### src/rtl/abp_pkg.sv
// abp_pkg: shared state encoding and default sizing for the ABP sequencer.
package abp_pkg;
  typedef enum logic [1:0] {IDLE, ISSUE, WAIT_ACK} abp_seq_state_t;
  localparam int ABP_VALUE_SIZE = 4;
endpackage

### src/rtl/abp_timeout_timer.sv
// abp_timeout_timer: ack-wait cycle counter; expired flags the final cycle of the wait window.
module abp_timeout_timer #(
  parameter int TIMEOUT_CYCLES = 1000000
) (
  input  logic aclk,
  input  logic resetn,
  input  logic clear,
  input  logic run,
  output logic expired
);
  localparam int W = $clog2(TIMEOUT_CYCLES);
  logic [W-1:0] cnt;
  always_ff @(posedge aclk)
    if (!resetn || clear) cnt <= '0;
    else if (run) cnt <= cnt + W'(1);
  assign expired = run && cnt == W'(TIMEOUT_CYCLES - 1);
endmodule

### src/rtl/abp_seq_ctrl.sv
// abp_seq_ctrl: alternating-bit sequencer; statistics counters built only with ABP_SEQ_CTRL_STATS_EN.
module abp_seq_ctrl
  import abp_pkg::*;
#(
  parameter int VALUE_SIZE     = ABP_VALUE_SIZE,
  parameter int TIMEOUT_CYCLES = 1000000
) (
  input  logic                    aclk,
  input  logic                    resetn,
  input  logic                    enable,
  input  logic                    s_rx_valid,
  input  logic [8*VALUE_SIZE-1:0] s_rx_value,
  input  logic                    s_rx_bit,
  output logic                    m_abp_valid,
  input  logic                    m_abp_ready,
  output logic [8*VALUE_SIZE-1:0] m_abp_value,
  output logic                    m_abp_bit,
  output logic                    busy,
  output logic                    timeout_pulse,
  output logic [15:0]             ack_count,
  output logic [15:0]             timeout_count,
  output logic [15:0]             discard_count
);
  abp_seq_state_t state;
  logic waiting, expired, ack_hit, to_hit;
  assign waiting = state == WAIT_ACK;
  assign ack_hit = waiting && enable && s_rx_valid && s_rx_bit == m_abp_bit;
  // An ack landing on the expiry cycle suppresses the timeout.
  assign to_hit  = waiting && enable && !ack_hit && expired;
  abp_timeout_timer #(.TIMEOUT_CYCLES(TIMEOUT_CYCLES)) u_timer (
    .aclk    (aclk),
    .resetn  (resetn),
    .clear   (!waiting),
    .run     (waiting),
    .expired (expired)
  );
  always_ff @(posedge aclk)
    if (!resetn) begin
      state         <= IDLE;
      m_abp_valid   <= 1'b0;
      m_abp_value   <= '0;
      m_abp_bit     <= 1'b0;
      busy          <= 1'b0;
      timeout_pulse <= 1'b0;
    end else begin
      timeout_pulse <= 1'b0;
      case (state)
        IDLE:
          if (enable) begin
            state       <= ISSUE;
            m_abp_valid <= 1'b1;
            m_abp_value <= '0;
            m_abp_bit   <= 1'b0;
            busy        <= 1'b1;
          end
        ISSUE:
          if (m_abp_valid && m_abp_ready) begin
            m_abp_valid <= 1'b0;
            state       <= enable ? WAIT_ACK : IDLE;
            busy        <= enable;
          end
        WAIT_ACK:
          if (!enable) begin
            state <= IDLE;
            busy  <= 1'b0;
          end else if (ack_hit) begin
            m_abp_value <= s_rx_value;
            m_abp_bit   <= ~m_abp_bit;
            m_abp_valid <= 1'b1;
            state       <= ISSUE;
          end else if (to_hit) begin
            timeout_pulse <= 1'b1;
            m_abp_valid   <= 1'b1;
            state         <= ISSUE;
          end
        default: state <= IDLE;
      endcase
    end
`ifdef ABP_SEQ_CTRL_STATS_EN
  logic disc_hit;
  assign disc_hit = waiting && enable && s_rx_valid && s_rx_bit != m_abp_bit;
  always_ff @(posedge aclk)
    if (!resetn) begin
      ack_count     <= '0;
      timeout_count <= '0;
      discard_count <= '0;
    end else begin
      if (ack_hit && ack_count != 16'hFFFF) ack_count <= ack_count + 16'd1;
      if (to_hit && timeout_count != 16'hFFFF) timeout_count <= timeout_count + 16'd1;
      if (disc_hit && discard_count != 16'hFFFF) discard_count <= discard_count + 16'd1;
    end
`else
  assign ack_count     = '0;
  assign timeout_count = '0;
  assign discard_count = '0;
`endif
endmodule

### config.mk
export PLATFORM = sky130hd
export DESIGN_NAME = abp_seq_ctrl
export DESIGN_NICKNAME = d
export VERILOG_FILES = /design/src/rtl/abp_pkg.sv /design/src/rtl/abp_timeout_timer.sv /design/src/rtl/abp_seq_ctrl.sv
export SDC_FILE = /design/constraint.sdc
export NUM_CORES = 1
export LEC_CHECK = 0
export ABC_AREA = 1
export BUFFER_PORTS_ARGS = -buffer_cell sky130_fd_sc_hd__buf_2
export CAP_MARGIN = 15
export CORE_ASPECT_RATIO = 0.7
export CORE_UTILIZATION = 35
export CTS_CLUSTER_DIAMETER = 50
export DETAILED_ROUTE_END_ITERATION = 10
export PLACE_DENSITY_LB_ADDON = 0.08
export SYNTH_ARGS = -nofsm -noshare
export SYNTH_HDL_FRONTEND = slang
export SYNTH_HIERARCHICAL = 1
export SYNTH_SLANG_ARGS = --single-unit
### constraint.sdc
create_clock -name aclk -period 2.3 [get_ports aclk]
set_clock_uncertainty 0.2 [all_clocks]
set_input_delay 0.23 -clock aclk [delete_from_list [all_inputs] [get_ports aclk]]
set_output_delay 0.23 -clock aclk [all_outputs]
set_load 0.02 [all_outputs]
* Yosys cells after proc, flatten, opt, wreduce, memory -nomap -nowiden
Index checks and enable logic that the tools add are counted.
** Operators by class
- Add/subtract/negate cells :: 1
- Eq/ne operators :: 11
- Muxes and demuxes :: 25
- Bitwise gates (word level) :: 4
- Reduce and logical (&&, ||, !) cells :: 19
** Operator list (count)
- $mux 32 :: 3
- $pmux 32 s2 :: 1
- $add 20x1->20 const B :: 1
- $eq 20x20->1 const B :: 1
- $mux 2 :: 6
- $mux 1 :: 11
- $ne 2x2->1 const B :: 5
- $reduce_and 4->1 :: 2
- $logic_and 1x1->1 :: 7
- $pmux 1 s3 :: 2
- $pmux 2 s3 :: 1
- $reduce_and 5->1 :: 1
- $ne 4x4->1 const B :: 1
- $not 1->1 :: 4
- $reduce_or 4->1 :: 1
- $logic_not 1->1 :: 3
- $ne 3x3->1 const B :: 1
- $reduce_and 3->1 :: 1
- $reduce_bool 3->1 :: 1
- $eq 2x1->1 const B :: 1
- $eq 2x2->1 const B :: 1
- $logic_not 2->1 :: 1
- $pmux 1 s2 :: 1
- $reduce_bool 2->1 :: 1
- other kinds (2) :: 2
** Word-level totals
- Flip-flop bits (word level) :: 58
- Input bits :: 38
- Output and inout bits :: 84
- Word-level logic and storage cells :: 67

* Longest topological paths before layout
Gate-level depths: netlist of run 1.
- Depth after elaboration :: 11
- Depth in mapped cells :: 13
- Depth with buffers taken out :: 11

* By module
Netlist of run 1, hierarchy kept.
** Modules (own cells, without submodules)
- abp_seq_ctrl :: instances 1, cells an instance 274, area each 2024.4 µm², seq. area each 760.7 µm²
- abp_timeout_timer :: instances 1, cells an instance 178, area each 1138.6 µm², seq. area each 400.4 µm²

* Least setup slack after synthesis of run 1
Ideal clock, no wire load.
- Path type :: reg2reg
- From :: register state[1]
- To :: register m_abp_valid
- Setup time :: 0.070 ns
- Arrival time :: 1.656 ns
- Required time :: 2.030 ns
- Setup slack :: 0.374 ns
- Stages on the path, launching flop included :: 13
- Path buffers :: 2
- Period minus slack after synthesis :: 1.926 ns
- Path through :: dfxtp_1 > nand2_1 > inv_2 > buf_4 > buf_4 > nand2_1 > nor3_1 > nand3_1 > nor2_1 > nand3_1 > nand2_1 > nand2_1 > a21oi_1
** Between the ends
- Elaborated cells on any way between the ends :: 19
- Those cells by class :: 6 x eq/ne; 3 x mux; 10 x reduce/logical
** RTL lines
- from (decl) :: RTL line abp_seq_ctrl.sv:24 : abp_seq_state_t state;
- from (signal assigned) :: RTL line abp_seq_ctrl.sv:59 : state <= enable ? WAIT_ACK : IDLE;
- $eq 2x2->1 :: RTL line abp_seq_ctrl.sv:26 : assign waiting = state == WAIT_ACK;
- net waiting :: RTL line abp_seq_ctrl.sv:25 : logic waiting, expired, ack_hit, to_hit;
- $logic_and 1x1->1 :: RTL line abp_timeout_timer.sv:16 : assign expired = run && cnt == W'(TIMEOUT_CYCLES - 1);
- net expired :: RTL line abp_seq_ctrl.sv:25
- $logic_and 1x1->1 :: RTL line abp_seq_ctrl.sv:29 : assign to_hit = waiting && enable && !ack_hit && expired;
- $ne 3x3->1 (no source line)
- $reduce_and 5->1 (no source line)
- to (signal assigned) :: RTL line abp_seq_ctrl.sv:40 : m_abp_valid <= 1'b0;
- to (signal assigned) :: RTL line abp_seq_ctrl.sv:51 : m_abp_valid <= 1'b1;
- to (signal assigned) :: RTL line abp_seq_ctrl.sv:58 : m_abp_valid <= 1'b0;
- to (decl) :: RTL line abp_seq_ctrl.sv:14 : output logic m_abp_valid,
The timed path passes the listed nets, and every way through them passes these cells. The select of a mux whose other input is x is not followed.
A chain may end at the register's enable or synchronous reset.

* Final worst setup path of run 1
- From :: register state[1]
- To :: register m_abp_valid
** Between the ends
- Elaborated cells on any way between the ends :: 19
- Those cells by class :: 6 x eq/ne; 3 x mux; 10 x reduce/logical
** RTL lines (RTL line)
- $eq 2x2->1 :: abp_seq_ctrl.sv:26
- $logic_and 1x1->1 :: abp_timeout_timer.sv:16
- net expired :: abp_seq_ctrl.sv:25
- $logic_and 1x1->1 :: abp_seq_ctrl.sv:29
- $ne 3x3->1 (no source line)
- $reduce_and 5->1 (no source line)
The timed path passes the listed nets, and every way through them passes these cells. The select of a mux whose other input is x is not followed.

==> results of run 1 <==
-- kinds of logic (layout without fill, tap and decap cells) --
family / after synthesis / after routing / share of synthesized area [%]
AO/OA/AOI/OAI: 57 / 57 / 10.8
flip-flops: 58 / 58 / 36.7
buffers and inverters: 94 / 125 / 18.8
XOR/XNOR: 1 / 1 / 0.277
adder cells (fa/ha/maj): 1 / 1 / 0.396
other: 1 / 48 / 0.119
AND/OR/NAND/NOR: 240 / 240 / 33.0
-- report_power, final --
part           internal (mW)  total, mW  switching (mW)
clock network          0.956       1.39           0.431
logic                  0.122      0.400           0.278
registers               1.06       1.09          0.0290
-- stage by stage --
step,utilization (%),power [mW],area [sq um],hold WS [ns]
after floorplan,-,1.47,3340,0.151
after global placement,39.7,1.51,3420,0.264
after detailed placement,39.7,1.51,3420,0.269
after CTS,43.5,2.91,3750,0.00265
after global routing,43.5,3.00,3750,0.0136
final,43.5,2.87,3750,0.0206
-- worst max-delay path, delay by kind of cell (launching register included) --
| kind | cells | cell delay, ns |
|---|---|---|
| flip-flops | 1 | 0.43 |
| buffers and inverters | 1 | 0.20 |
| AO/OA/AOI/OAI | 1 | 0.10 |
| AND/OR/NAND/NOR | 8 | 0.89 |
-- layout by cell type (no fill, tap or decap), types with 2 or more instances in the layout --
| cell type | netlist | final |
|---|---|---|
| nand3_2 | 3 | 3 |
| clkbuf_1 | 3 | 2 |
| conb_1 | 1 | 48 |
| clkbuf_8 | 0 | 4 |
| dfxtp_1 | 58 | 58 |
| nor2_1 | 65 | 65 |
| nand2_2 | 4 | 4 |
| clkbuf_16 | 0 | 9 |
| buf_4 | 53 | 3 |
| o21ai_1 | 23 | 23 |
| nand3_1 | 17 | 17 |
| inv_1 | 26 | 26 |
| inv_2 | 3 | 3 |
| nand2_1 | 120 | 120 |
| nor2_2 | 20 | 20 |
| nor2_4 | 3 | 3 |
| o21ai_2 | 10 | 10 |
| o21ai_0 | 7 | 7 |
| nor3_1 | 3 | 3 |
| nor4_1 | 2 | 2 |
| a21oi_1 | 13 | 13 |
| buf_2 | 1 | 73 |
-- area by class of cell --
class	count	area share (%)
inverter	31	3.17
timing repair buffer	78	11.1
multi-input combinational	347	42.2
clock inverter	1	0.801
clock buffer	15	7.67
tap	120	4.00
sequential	58	31.0
-- sequential cells by signal (all words and copies together) (netlist names) --
signal and cells:
m_abp_value 32, m_abp_bit 1, busy 1, state 2, m_abp_valid 1, timeout_pulse 1, u_timer/cnt 20
-- worst paths after layout --
path	endpoint	depth (start not counted)
min reg2reg	m_abp_valid$_SDFFE_PN0P_	2
max reg2reg	m_abp_valid$_SDFFE_PN0P_	10
min	m_abp_valid$_SDFFE_PN0P_	4
max	m_abp_valid$_SDFFE_PN0P_	10
-- per-layer routing --
layer,track usage (%),vias to the layer above,wire length [um]
li1,-,1471,-
met1,20.6,1175,3470
met2,19.6,102,2670
met3,5.76,7,545
met4,5.77,0,63
met5,0,-,0
==> results.sh, run 1 <==
export IMPL_status="complete, no violations"
export IMPL_worstSkewPairLatency_ns=0.32
export IMPL_rsz0062_at_grt="no"
export IMPL_layout_area_seq_sq_um=1160
export IMPL_yosys_top_cells_area="dfxtp_1 (37%), nand2_1 (14%), buf_4 (13%), nor2_1 (7.7%), nor2_2 (4.0%)"
export IMPL_viasPerCell=4.24
export IMPL_cap_viol_max_count=0
export IMPL_hold_violations=0
export IMPL_wl_mm=6.75
export IMPL_required_ns=2.36
export IMPL_crit_slowest_cell="dfxtp_1"
export IMPL_routedWlPerCell_um=10.4
export IMPL_avgSynthCellArea_sq_um=7.00
export IMPL_fin_ws_ns=0.401
export IMPL_finalSetupTns_ns=0
export IMPL_grt_pass1_vias=2186
export IMPL_crit_chain="nand2_1 -> inv_2 -> nand2_1 -> nor3_1 -> nand3_1 -> nor2_1 -> nand3_1 -> nand2_1 -> nand2_1 -> a21oi_1"
export IMPL_timing_final_crit_share_pct=82.5
export IMPL_max_stage_delay_ns=0.43
export IMPL_postCtsHoldBufs=1
export IMPL_clock_fmax_mhz=527
export IMPL_dr_total_vias=2755
export IMPL_worstSetupStartpoint="state[1]$_SDFFE_PN0P_"
export IMPL_portBuffers=73
export IMPL_critPathLaunchType="flop"
export IMPL_drive_above_1_share_pct=25.8
export IMPL_synth_area_sq_um=3160
export IMPL_synthTopCellsByCount="nand2_1 (120), nor2_1 (65), dfxtp_1 (58), buf_4 (53), inv_1 (26)"
export IMPL_core_area_sq_um=8620
export IMPL_ant_nets=0
export IMPL_die_y_um=81.5
export IMPL_cts_root_buf="clkbuf_16"
export IMPL_ys_warn_count=6
export IMPL_r2r_start="state[1]$_SDFFE_PN0P_"
export IMPL_overflow=0
export IMPL_rows=28
export IMPL_slew_violations=0
export IMPL_synth_top_area_cell="dfxtp_1"
export IMPL_h_tree_depth=3
export IMPL_antenna_found_initial=0
export IMPL_finalNetCount=564
export IMPL_crit_type="flop to flop"
export IMPL_drt_pass1_iter_count=4
export IMPL_p_leak_nw=1.64
export IMPL_fin_crit_ns=1.90
export IMPL_crit_top_cell="nand2_1"
export IMPL_diodes=0
export IMPL_cts_tree="built"
export IMPL_area_growth_pct=18.6
export IMPL_synth_cell_types=33
export IMPL_critical_path_peak_fanout=10
export IMPL_synth_seq_cells=58
export IMPL_synth_edf_count=0
export IMPL_arrival_ns=1.96
export IMPL_grt_pass1_wl_mm=10.5
export IMPL_ios=122
export IMPL_synthArstFlopShare_pct=0
export IMPL_drc=0
export IMPL_end_kind="flop"
export IMPL_hpwl_mm=4.88
export IMPL_die_w_um=116
export IMPL_cts_inserted_buffers=9
export IMPL_dp_cells=633
export IMPL_final_cells=650
export IMPL_hold_class="primary input to flop"
export IMPL_nFillCells=905
export IMPL_cts_resized_gates=0
export IMPL_dpl_worst_slack_ns=0.392
export IMPL_r2r_slack_ns=0.40
export IMPL_yosysTopAreaCellShare_pct=36.7
export IMPL_drt_initial_drc_count=161
export IMPL_grt_start_max_net_pins=65
export IMPL_setup_violations=0
export IMPL_syn_inst=452
export IMPL_ir_drop_mv=0.418
export IMPL_synthFlopType="dfxtp_1"
export IMPL_clk_pin_slew_ns=0.05
export IMPL_cts_setup_buffers=0
export IMPL_multiInputGateArea_sq_um=1580
export IMPL_power_density_nw_per_um2=766
export IMPL_start_util_pct=36.7
export IMPL_hold_start="m_abp_ready"
export IMPL_synth_most_common_cell="nand2_1"
export IMPL_globalplace_congestion=0.775
export IMPL_clock_sinks=58
export IMPL_die_area_sq_um=9430
export IMPL_cts_buffer_depth=2
export IMPL_ys_seq_area_share_pct=36.7
export IMPL_track_usage_pct=14.6
Power figures use the tool's default switching activity.
==> run 2, diff against run 1 <==
- clock period: 2.3 -> 1.59 ns (I/O delays scaled with it)
==> results.sh, run 2 (synthesis results as in run 1) <==
export IMPL_die_y_um=81.5
export IMPL_ios=122
export IMPL_grt_pass1_wl_mm=12.0
export IMPL_antenna_found_initial=0
export IMPL_globalplace_congestion=0.809
export IMPL_required_ns=1.60
export IMPL_wl_mm=8.29
export IMPL_fin_crit_ns=1.57
export IMPL_most_common_layout_cells="nand2_1 (108), buf_2 (73), nor2_1 (61)"
export IMPL_power_density_nw_per_um2=924
export IMPL_arrival_ns=1.58
export IMPL_diodes=0
export IMPL_slew_violations=0
export IMPL_rows=28
export IMPL_rsz0062_at_grt="yes"
export IMPL_dpl_worst_slack_ns=-0.0454
export IMPL_cts_buffer_depth=2
export IMPL_h_tree_depth=3
export IMPL_fin_ws_ns=0.0206
export IMPL_critPathLaunchType="flop"
export IMPL_cts_root_buf="clkbuf_16"
export IMPL_drive_above_1_share_pct=34.2
export IMPL_hold_depth=5
export IMPL_track_usage_pct=16.6
export IMPL_core_area_sq_um=8620
export IMPL_drt_pass1_iter_count=4
export IMPL_cts_inserted_buffers=9
export IMPL_critical_path_peak_fanout=7
export IMPL_ir_drop_mv=0.660
export IMPL_clk_pin_slew_ns=0.05
export IMPL_timing_final_crit_share_pct=98.7
export IMPL_die_area_sq_um=9430
export IMPL_grt_pass1_vias=2546
export IMPL_reg_largest_list="m_abp_value: 32 flops, u_timer/cnt: 20 flops, state: 2 flops"
export IMPL_drc=0
export IMPL_overflow=0
export IMPL_dr_total_vias=3097
export IMPL_setup_violations=0
export IMPL_p_leak_nw=1.99
export IMPL_area_growth_pct=43.2
export IMPL_cap_viol_max_count=0
export IMPL_hold_class="primary input to flop"
export IMPL_status="complete, no violations"
export IMPL_finalNetCount=630
export IMPL_grt_start_max_net_pins=53
export IMPL_crit_type="flop to flop"
export IMPL_routedWlPerCell_um=11.6
export IMPL_end_kind="flop"
export IMPL_drt_initial_drc_count=200
export IMPL_cts_tree="built"
export IMPL_finalSetupTns_ns=0
export IMPL_layout_commonest_cell="nand2_1"
export IMPL_viasPerCell=4.33
export IMPL_ant_nets=0
export IMPL_start_util_pct=36.7
export IMPL_regMostFlops="m_abp_value"
export IMPL_clock_sinks=58
export IMPL_hpwl_mm=5.40
export IMPL_worstSkewPairLatency_ns=0.32
export IMPL_die_w_um=116
export IMPL_portBuffers=73
export IMPL_hold_violations=0
export IMPL_holdWs_ns=0.0526
export IMPL_clock_fmax_mhz=637
export IMPL_largest_register_ffs=32
export IMPL_reg2reg_depth=9
==> run 2: what timing repair did <==
| item | CTS | global route |
|---|---|---|
| buffers inserted | 1 | 4 |
| resized for setup | 6 | 32 |
| hold buffers | 35 | 0 |
| hold endpoints to repair | 36 | 0 |
| pin swaps | 2 | 12 |
| setup endpoints to repair | 2 | 40 |
| gates cloned | 0 | 4 |
==> run 2: worst paths after layout <==
kind / slack (ns) / end / start
min reg2reg: 0.27 / m_abp_valid$_SDFFE_PN0P_ / m_abp_valid$_SDFFE_PN0P_
max: 0.02 / m_abp_value[0]$_SDFFE_PN0P_ / m_abp_bit$_SDFFE_PN0P_
max reg2reg: 0.02 / m_abp_value[0]$_SDFFE_PN0P_ / m_abp_bit$_SDFFE_PN0P_
min: 0.05 / state[0]$_SDFFE_PN0P_ / enable
==> run 2: cell type report <==
type	instances	area, sq um
Tap cell	120	150
Clock inverter	6	56.3
Sequential cell	58	1170
Clock buffer	10	229
Fill cell	843	4090
Multi-Input combinational cell	347	1710
Inverter	31	125
Timing Repair Buffer	144	1090
==> run 2: stage by stage <==
step / instances / instance area, sq um / utilization [%] / total power, mW
floorplan: 499 / 3370 / - / 2.13
global placement: 656 / 3640 / 42.2 / 2.20
detailed placement: 656 / 3640 / 42.2 / 2.20
CTS: 708 / 4310 / 50.0 / 4.15
global route: 716 / 4530 / 52.6 / 4.38
finish: 716 / 4530 / 52.6 / 4.19
==> run 2: critical path, cell delays in order (launching register included) <==
cell and delay (ns):
dfxtp_2 0.34, inv_2 0.04, nand2_2 0.06, nand3_2 0.10, a21oi_4 0.25, buf_12 0.16, clkbuf_16 0.16, nand2_2 0.04
o21ai_1 0.06, nor2_1 0.05
==> run 2: where the power goes <==
group | leakage [nW] | internal [mW] | switching, mW
combinational | 1.37 | 0.298 | 0.454
clock | 0.146 | 1.20 | 0.660
sequential | 0.477 | 1.53 | 0.0434
==> run 2: routing by layer <==
layer	GRT usage, %	vias to the layer above	routed length, um
li1	-	1609	-
met1	24.1	1358	4300
met2	23.2	124	3430
met3	5.46	6	506
met4	4.62	0	52
met5	0	-	0
